File: src/rtl/game_pkg.sv
// Shared constants for the 2048 input path and board engine.
package game_pkg;

  localparam int CMD_W = 3;

  localparam logic [CMD_W-1:0] CMD_UP    = 3'd0;
  localparam logic [CMD_W-1:0] CMD_DOWN  = 3'd1;
  localparam logic [CMD_W-1:0] CMD_LEFT  = 3'd2;
  localparam logic [CMD_W-1:0] CMD_RIGHT = 3'd3;
  localparam logic [CMD_W-1:0] CMD_NEW   = 3'd4;

  // Number of direction keys pulsed in one cycle (0..4).
  function automatic logic [2:0] count_dirs(input logic [3:0] dirs);
    return {2'b00, dirs[0]} + {2'b00, dirs[1]} + {2'b00, dirs[2]} + {2'b00, dirs[3]};
  endfunction

endpackage

File: src/rtl/cmd_fifo.sv
// Generic show-ahead FIFO: registered storage, combinational head read.
// flush_load discards everything and leaves push_data as the only entry.
module cmd_fifo #(
  parameter int DEPTH = 4,
  parameter int WIDTH = 3,
  parameter int AW    = $clog2(DEPTH)
) (
  input  logic             clk,
  input  logic             rst_n,
  input  logic             push,
  input  logic [WIDTH-1:0] push_data,
  input  logic             pop,
  input  logic             flush_load,
  output logic [WIDTH-1:0] rd_data,
  output logic [AW:0]      occupancy,
  output logic             full,
  output logic             empty
);

  localparam logic [AW:0] DEPTH_C = (AW+1)'(DEPTH);

  logic [WIDTH-1:0] mem [DEPTH];
  logic [AW-1:0]    wr_ptr;
  logic [AW-1:0]    rd_ptr;
  logic [AW:0]      count;
  logic             do_push;
  logic             do_pop;

  assign full      = (count == DEPTH_C);
  assign empty     = (count == '0);
  assign occupancy = count;
  assign rd_data   = mem[rd_ptr];

  // A push into a full FIFO is accepted only when the head leaves the same cycle.
  assign do_pop  = pop && !empty;
  assign do_push = push && (!full || do_pop);

  // Pointer, count and storage update; flush overrides push/pop.
  always_ff @(posedge clk or negedge rst_n) begin
    if (!rst_n) begin
      wr_ptr <= '0;
      rd_ptr <= '0;
      count  <= '0;
      for (int i = 0; i < DEPTH; i++) mem[i] <= '0;
    end else if (flush_load) begin
      mem[0] <= push_data;
      rd_ptr <= '0;
      wr_ptr <= AW'(1);
      count  <= (AW+1)'(1);
    end else begin
      if (do_push) begin
        mem[wr_ptr] <= push_data;
        wr_ptr      <= wr_ptr + AW'(1);
      end
      if (do_pop) rd_ptr <= rd_ptr + AW'(1);
      if (do_push && !do_pop)      count <= count + (AW+1)'(1);
      else if (do_pop && !do_push) count <= count - (AW+1)'(1);
    end
  end

endmodule

File: src/rtl/move_cmd_queue.sv
// Encodes key pulses into move commands, buffers them for the board engine
// and keeps sticky/saturating statistics of commands that had to be dropped.
module move_cmd_queue
  import game_pkg::*;
#(
  parameter int DEPTH  = 4,
  parameter int AW     = 2,
  parameter int DROP_W = 8
) (
  input  logic              clk,
  input  logic              rst_n,
  input  logic              key_up,
  input  logic              key_down,
  input  logic              key_left,
  input  logic              key_right,
  input  logic              key_new,
  input  logic              clr_status,
  input  logic              cmd_ready,
  output logic              cmd_valid,
  output logic [CMD_W-1:0]  cmd_code,
  output logic [AW:0]       occupancy,
  output logic              overflow,
  output logic [DROP_W-1:0] drop_cnt
);

  logic [3:0]        dirs;
  logic [2:0]        n_dir;
  logic              sel_valid;
  logic [CMD_W-1:0]  sel_code;
  logic [2:0]        losers;
  logic              fifo_push;
  logic              fifo_pop;
  logic              fifo_full;
  logic              fifo_empty;
  logic              full_drop;
  logic [2:0]        drops;
  logic [DROP_W:0]   cnt_base;
  logic [DROP_W:0]   cnt_sum;
  logic [DROP_W-1:0] cnt_next;

  assign dirs  = {key_right, key_left, key_down, key_up};
  assign n_dir = count_dirs(dirs);

  // Pick one command per cycle; every other direction pulse is a loser.
  always_comb begin
    sel_valid = 1'b0;
    sel_code  = CMD_UP;
    losers    = 3'd0;
    if (key_new) begin
      sel_valid = 1'b1;
      sel_code  = CMD_NEW;
      losers    = n_dir;
    end else if (n_dir != 3'd0) begin
      sel_valid = 1'b1;
      losers    = n_dir - 3'd1;
      if (key_up)        sel_code = CMD_UP;
      else if (key_down) sel_code = CMD_DOWN;
      else if (key_left) sel_code = CMD_LEFT;
      else               sel_code = CMD_RIGHT;
    end
  end

  // New-game goes through flush_load, never through the normal push path,
  // so it can never be lost to a full queue.
  assign fifo_pop  = cmd_valid && cmd_ready;
  assign fifo_push = sel_valid && !key_new;
  assign full_drop = fifo_push && fifo_full && !fifo_pop;
  assign drops     = losers + {2'b00, full_drop};

  cmd_fifo #(
    .DEPTH (DEPTH),
    .WIDTH (CMD_W),
    .AW    (AW)
  ) u_fifo (
    .clk        (clk),
    .rst_n      (rst_n),
    .push       (fifo_push),
    .push_data  (sel_code),
    .pop        (fifo_pop),
    .flush_load (key_new),
    .rd_data    (cmd_code),
    .occupancy  (occupancy),
    .full       (fifo_full),
    .empty      (fifo_empty)
  );

  assign cmd_valid = !fifo_empty;

  // clr_status restarts the count from this cycle's drops rather than from zero.
  always_comb begin
    cnt_base = clr_status ? '0 : {1'b0, drop_cnt};
    cnt_sum  = cnt_base + (DROP_W+1)'(drops);
    cnt_next = cnt_sum[DROP_W] ? '1 : cnt_sum[DROP_W-1:0];
  end

  // Sticky overflow flag and saturating drop counter.
  always_ff @(posedge clk or negedge rst_n) begin
    if (!rst_n) begin
      overflow <= 1'b0;
      drop_cnt <= '0;
    end else begin
      overflow <= (clr_status ? 1'b0 : overflow) | (drops != 3'd0);
      drop_cnt <= cnt_next;
    end
  end

endmodule
File: config.mk
export PLATFORM = sky130hd
export DESIGN_NAME = move_cmd_queue
export DESIGN_NICKNAME = d
export VERILOG_FILES = /design/src/rtl/game_pkg.sv /design/src/rtl/cmd_fifo.sv /design/src/rtl/move_cmd_queue.sv
export SDC_FILE = /design/constraint.sdc
export NUM_CORES = 1
export LEC_CHECK = 0
export BUFFER_PORTS_ARGS = -buffer_cell sky130_fd_sc_hd__buf_2
export CORE_UTILIZATION = 35
export CTS_BUF_LIST = sky130_fd_sc_hd__clkbuf_16
export DETAILED_ROUTE_END_ITERATION = 10
export HOLD_SLACK_MARGIN = 0.12
export PLACE_DENSITY_LB_ADDON = 0.12
export SLEW_MARGIN = 20
export SYNTH_ARGS = -nofsm -noshare
export SYNTH_HDL_FRONTEND = slang
export SYNTH_HIERARCHICAL = 1
export SYNTH_SLANG_ARGS = --single-unit
File: constraint.sdc
create_clock -name clk -period 3.6 [get_ports clk]
set_clock_uncertainty 0.1 [all_clocks]
set_input_delay 0.54 -clock clk [delete_from_list [all_inputs] [get_ports clk]]
set_output_delay 0.54 -clock clk [all_outputs]
set_load 0.01 [all_outputs]
==> impl_results.md <==
* Outcome: finished with violations
* Violated checks: setup timing
* Total Die Area at between 0.005 and 0.006 mm²
* Gr usage total at between 10% and 20%
* Startpoint types: input port
* Finished Cell Area at 0.00261 mm²
* R2R Path Start: u_fifo/occupancy[0]$_DFFE_PN0P_
* Most common cell in the synthesized netlist: dfrtp_1
* Global route overflow at 0
* Worst skew pair latency at ~0.26 ns
* Commonest cells post-synth: dfrtp_1 (28), ha_1 (14), inv_1 (12)
* Synth Flop Type: dfrtp_1
* Unrepaired setup endpoints after global routing: true
* Core region area at 0.00517 mm²
* Asr flop ratio synth at 100%
* Total wire length at 4.49 mm
* Slowest stage cell, crit path: fa_1
* Final ANT Viol Nets at 0
* Largest cells by area after synthesis: dfrtp_1 (37%), ha_1 (9.2%), mux2_4 (7.1%), mux4_2 (3.6%), fa_1 (3.2%)
* Lkg Pwr at 0.00119 µW
* Max incr delay on CP at approximately 0.56 ns
* Final hold slack at 0.207 ns
* Row count at 26
* H-tree lvl count at 1
* GPL Wtd Cong at roughly 0.75
* PnR worst setup slack at -0.0726 ns
* Slew @ Worst Pin at approximately 0.65 ns
* Pin count of the biggest net entering global routing at 29
* Die Ht at roughly 76 µm
* Max-slew violation count at 0
* Top cell type's share of synthesized area at between 30 and 40%
* Hold Vio Cnt, Final at 0
* Crit Path Max Fanout at 5
* Max-cap viol count at 0
* Synth Area per Inst at 11.2 µm²
* Synth Register Bits at 28
* HPWL after DPL at just under 3 mm
* Worst EP arrival at roughly 3.7 ns
* Crit-path cells: buf_6 -> inv_4 -> fa_1 -> inv_2 -> ha_4 -> ha_4 -> or2_4 -> inv_2 -> ha_4 -> nor2_4 -> and3b_2 -> ha_4 -> ha_4 -> xnor2_4 -> ha_4 -> a21oi_4 -> a21oi_4 -> mux2_4
* Register area share after synthesis at a little under two fifths
* Max IR drop VDD at 0.256 mV
* Initial Util at between 30% and 40%
* # DRC at 0
* Area growth syn-to-layout at 37.8%
* DR pass1 iterations at 4
* Worst Setup End Kind: flop
* Total Power at between 1000 and 1500 µW
* Drt wl/cell at between 15 and 20 µm
* Synthesized Nets at just under 200
* ANT cells at 0
* First-pass GRT wire length at 6.97 mm
* Post-synth EDFFs at 0
* Die width at 75.6 µm
* Number of port buffers at 24
* Share of layout cells above drive strength 1 at between 50% and 60%
* Yosys Warn Count at 6
* Max clock buf depth at 2
* Max_slew headroom at a little under three fifths
* Vias post-DR at about 1500
* Area of placed instances at 0.00230 mm²
* Clk slew on worst S/H paths at around 0.07 ns
* Critical path's most frequent cell: ha_4
* Num CTS Buffers at 3
* Worst Setup SP: key_down
* Initial antenna violation count at 0
* Num ports at 25
* Iter 0 DRT Violations at between 40 and 50
* CTS tree: done
* Area of the mapped netlist at approximately 0.0019 mm²
* Final Setup Violations at 7
* Yosys cell types at 48
* Final min period at 3.67 ns
* Worst Hold Class: input port to async pin
* Clk sinks at 28
* CP required at about 3.7 ns
* Tcrit/Tclk final at 102%
* Post-synthesis cell count at 170
* Nets at 252
* Fmax at about 270 MHz
* Clk root buf: clkbuf_16
* Fill cells at 461
* Fin Setup TNS at -0.141 ns
* Largest area contributor in the netlist: dfrtp_1
* Number of global-route vias before repair at ~1500
* Kind of critical path: input port to flop
* Power density over cell area at roughly 510 mW/mm²
* Post-DR vias/cell at between 5 and 6
-- state kept, by name, summed over array words and instances (netlist names) --
register / cells
u_fifo/occupancy: 3
u_fifo/mem: 12
u_fifo/rd_ptr: 2
overflow: 1
drop_cnt: 8
u_fifo/wr_ptr: 2
-- per-stage QoR --
step	utilization, %	instances	setup WS, ns
3_5_place_dp	44.5	268	-0.430
2_1_floorplan	-	170	-0.132
4_1_cts	49.6	292	-0.0449
5_1_grt	50.5	294	-0.160
3_3_place_gp	44.5	268	-0.384
6_report	50.5	294	-0.0726
-- cell type report --
type	count	area [µm²]	area share (%)
Clock buffer	3	75.1	2.87
Inverter	12	55.1	2.11
Multi-Input combinational cell	122	1300	49.7
Sequential cell	28	701	26.8
Tap cell	70	87.6	3.35
Timing Repair Buffer	59	395	15.1
-- critical path: cells and delay by family --
| kind | cells | cell delay [ns] |
|---|---|---|
| AO/OA/AOI/OAI | 2 | 0.33 |
| XOR/XNOR | 1 | 0.15 |
| adder cells (fa/ha/maj) | 7 | 1.66 |
| buffers and inverters | 4 | 0.23 |
| multiplexers | 1 | 0.29 |
| AND/OR/NAND/NOR | 3 | 0.52 |
-- worst paths after layout --
path | endpoint | slack, ns | cells after the start
min reg2reg | u_fifo/mem[0]$_DFFE_PN0P_ | 0.41 | 1
max in group asynchronous | u_fifo/mem[3]$_DFFE_PN0P_ | 2.77 | 1
max | drop_cnt[5]$_DFF_PN0_ | -0.07 | 18
min | u_fifo/wr_ptr[0]$_DFFE_PN0P_ | 0.21 | 1
max reg2reg | drop_cnt[5]$_DFF_PN0_ | 0.62 | 10
min in group clk | u_fifo/mem[0]$_DFFE_PN0P_ | 0.41 | 1
-- cells by family (layout without fill, tap and decap cells) --
logic type | count (synthesis) | in the layout | synth area share [%]
simple gates | 53 | 53 | 18.1
flops | 28 | 28 | 37.0
compound gates | 26 | 26 | 9.51
mux | 21 | 21 | 15.8
buf+inv | 20 | 74 | 4.95
fa+ha+maj | 17 | 17 | 12.4
xor+xnor | 5 | 5 | 2.31
-- report_power, final --
group	leakage [µW]	total (µW)	internal (µW)	switching (µW)
clock	0.0000370	251	147	103
sequential	0.000361	487	395	91.9
combinational	0.000790	598	326	273
total	0.00119	1340	868	468
-- layer usage --
metal	vias up	track usage, %	share of wire, %
met3	12	1.72	1.7
met2	30	27.7	51
met4	0	8.44	3.3
met5	-	0	0
met1	726	21.2	44
li1	714	-	-
-- timing repair --
| item | in CTS | in global routing |
|---|---|---|
| cloned | 0 | 0 |
| resized for setup | 8 | 10 |
| setup endpoints to repair | 8 | 13 |
| buffers inserted | 21 | 2 |
| pin swaps | 16 | 3 |
| hold buffers | 0 | 0 |
-- layout by cell type (no fill, tap or decap), types with 2 or more instances in the layout --
cell        n
buf_4      35
dfrtp_1    28
buf_2      22
mux2_4     10
nor2_1     10
nor2b_1     8
inv_1       7
ha_4        7
ha_1        7
nand2b_1    6
mux2i_1     4
a21oi_1     4
mux2_2      4
o21ai_0     3
inv_2       3
clkbuf_16   3
mux4_2      3
and4b_4     3
nor3_2      2
and2_1      2
a21oi_2     2
o21ai_1     2
a21oi_4     2
nand3b_1    2
xnor2_1     2
fa_1        2
buf_6       2
xor2_1      2
or3_1       2
a31oi_1     2
(Power assumes the default switching activity.)
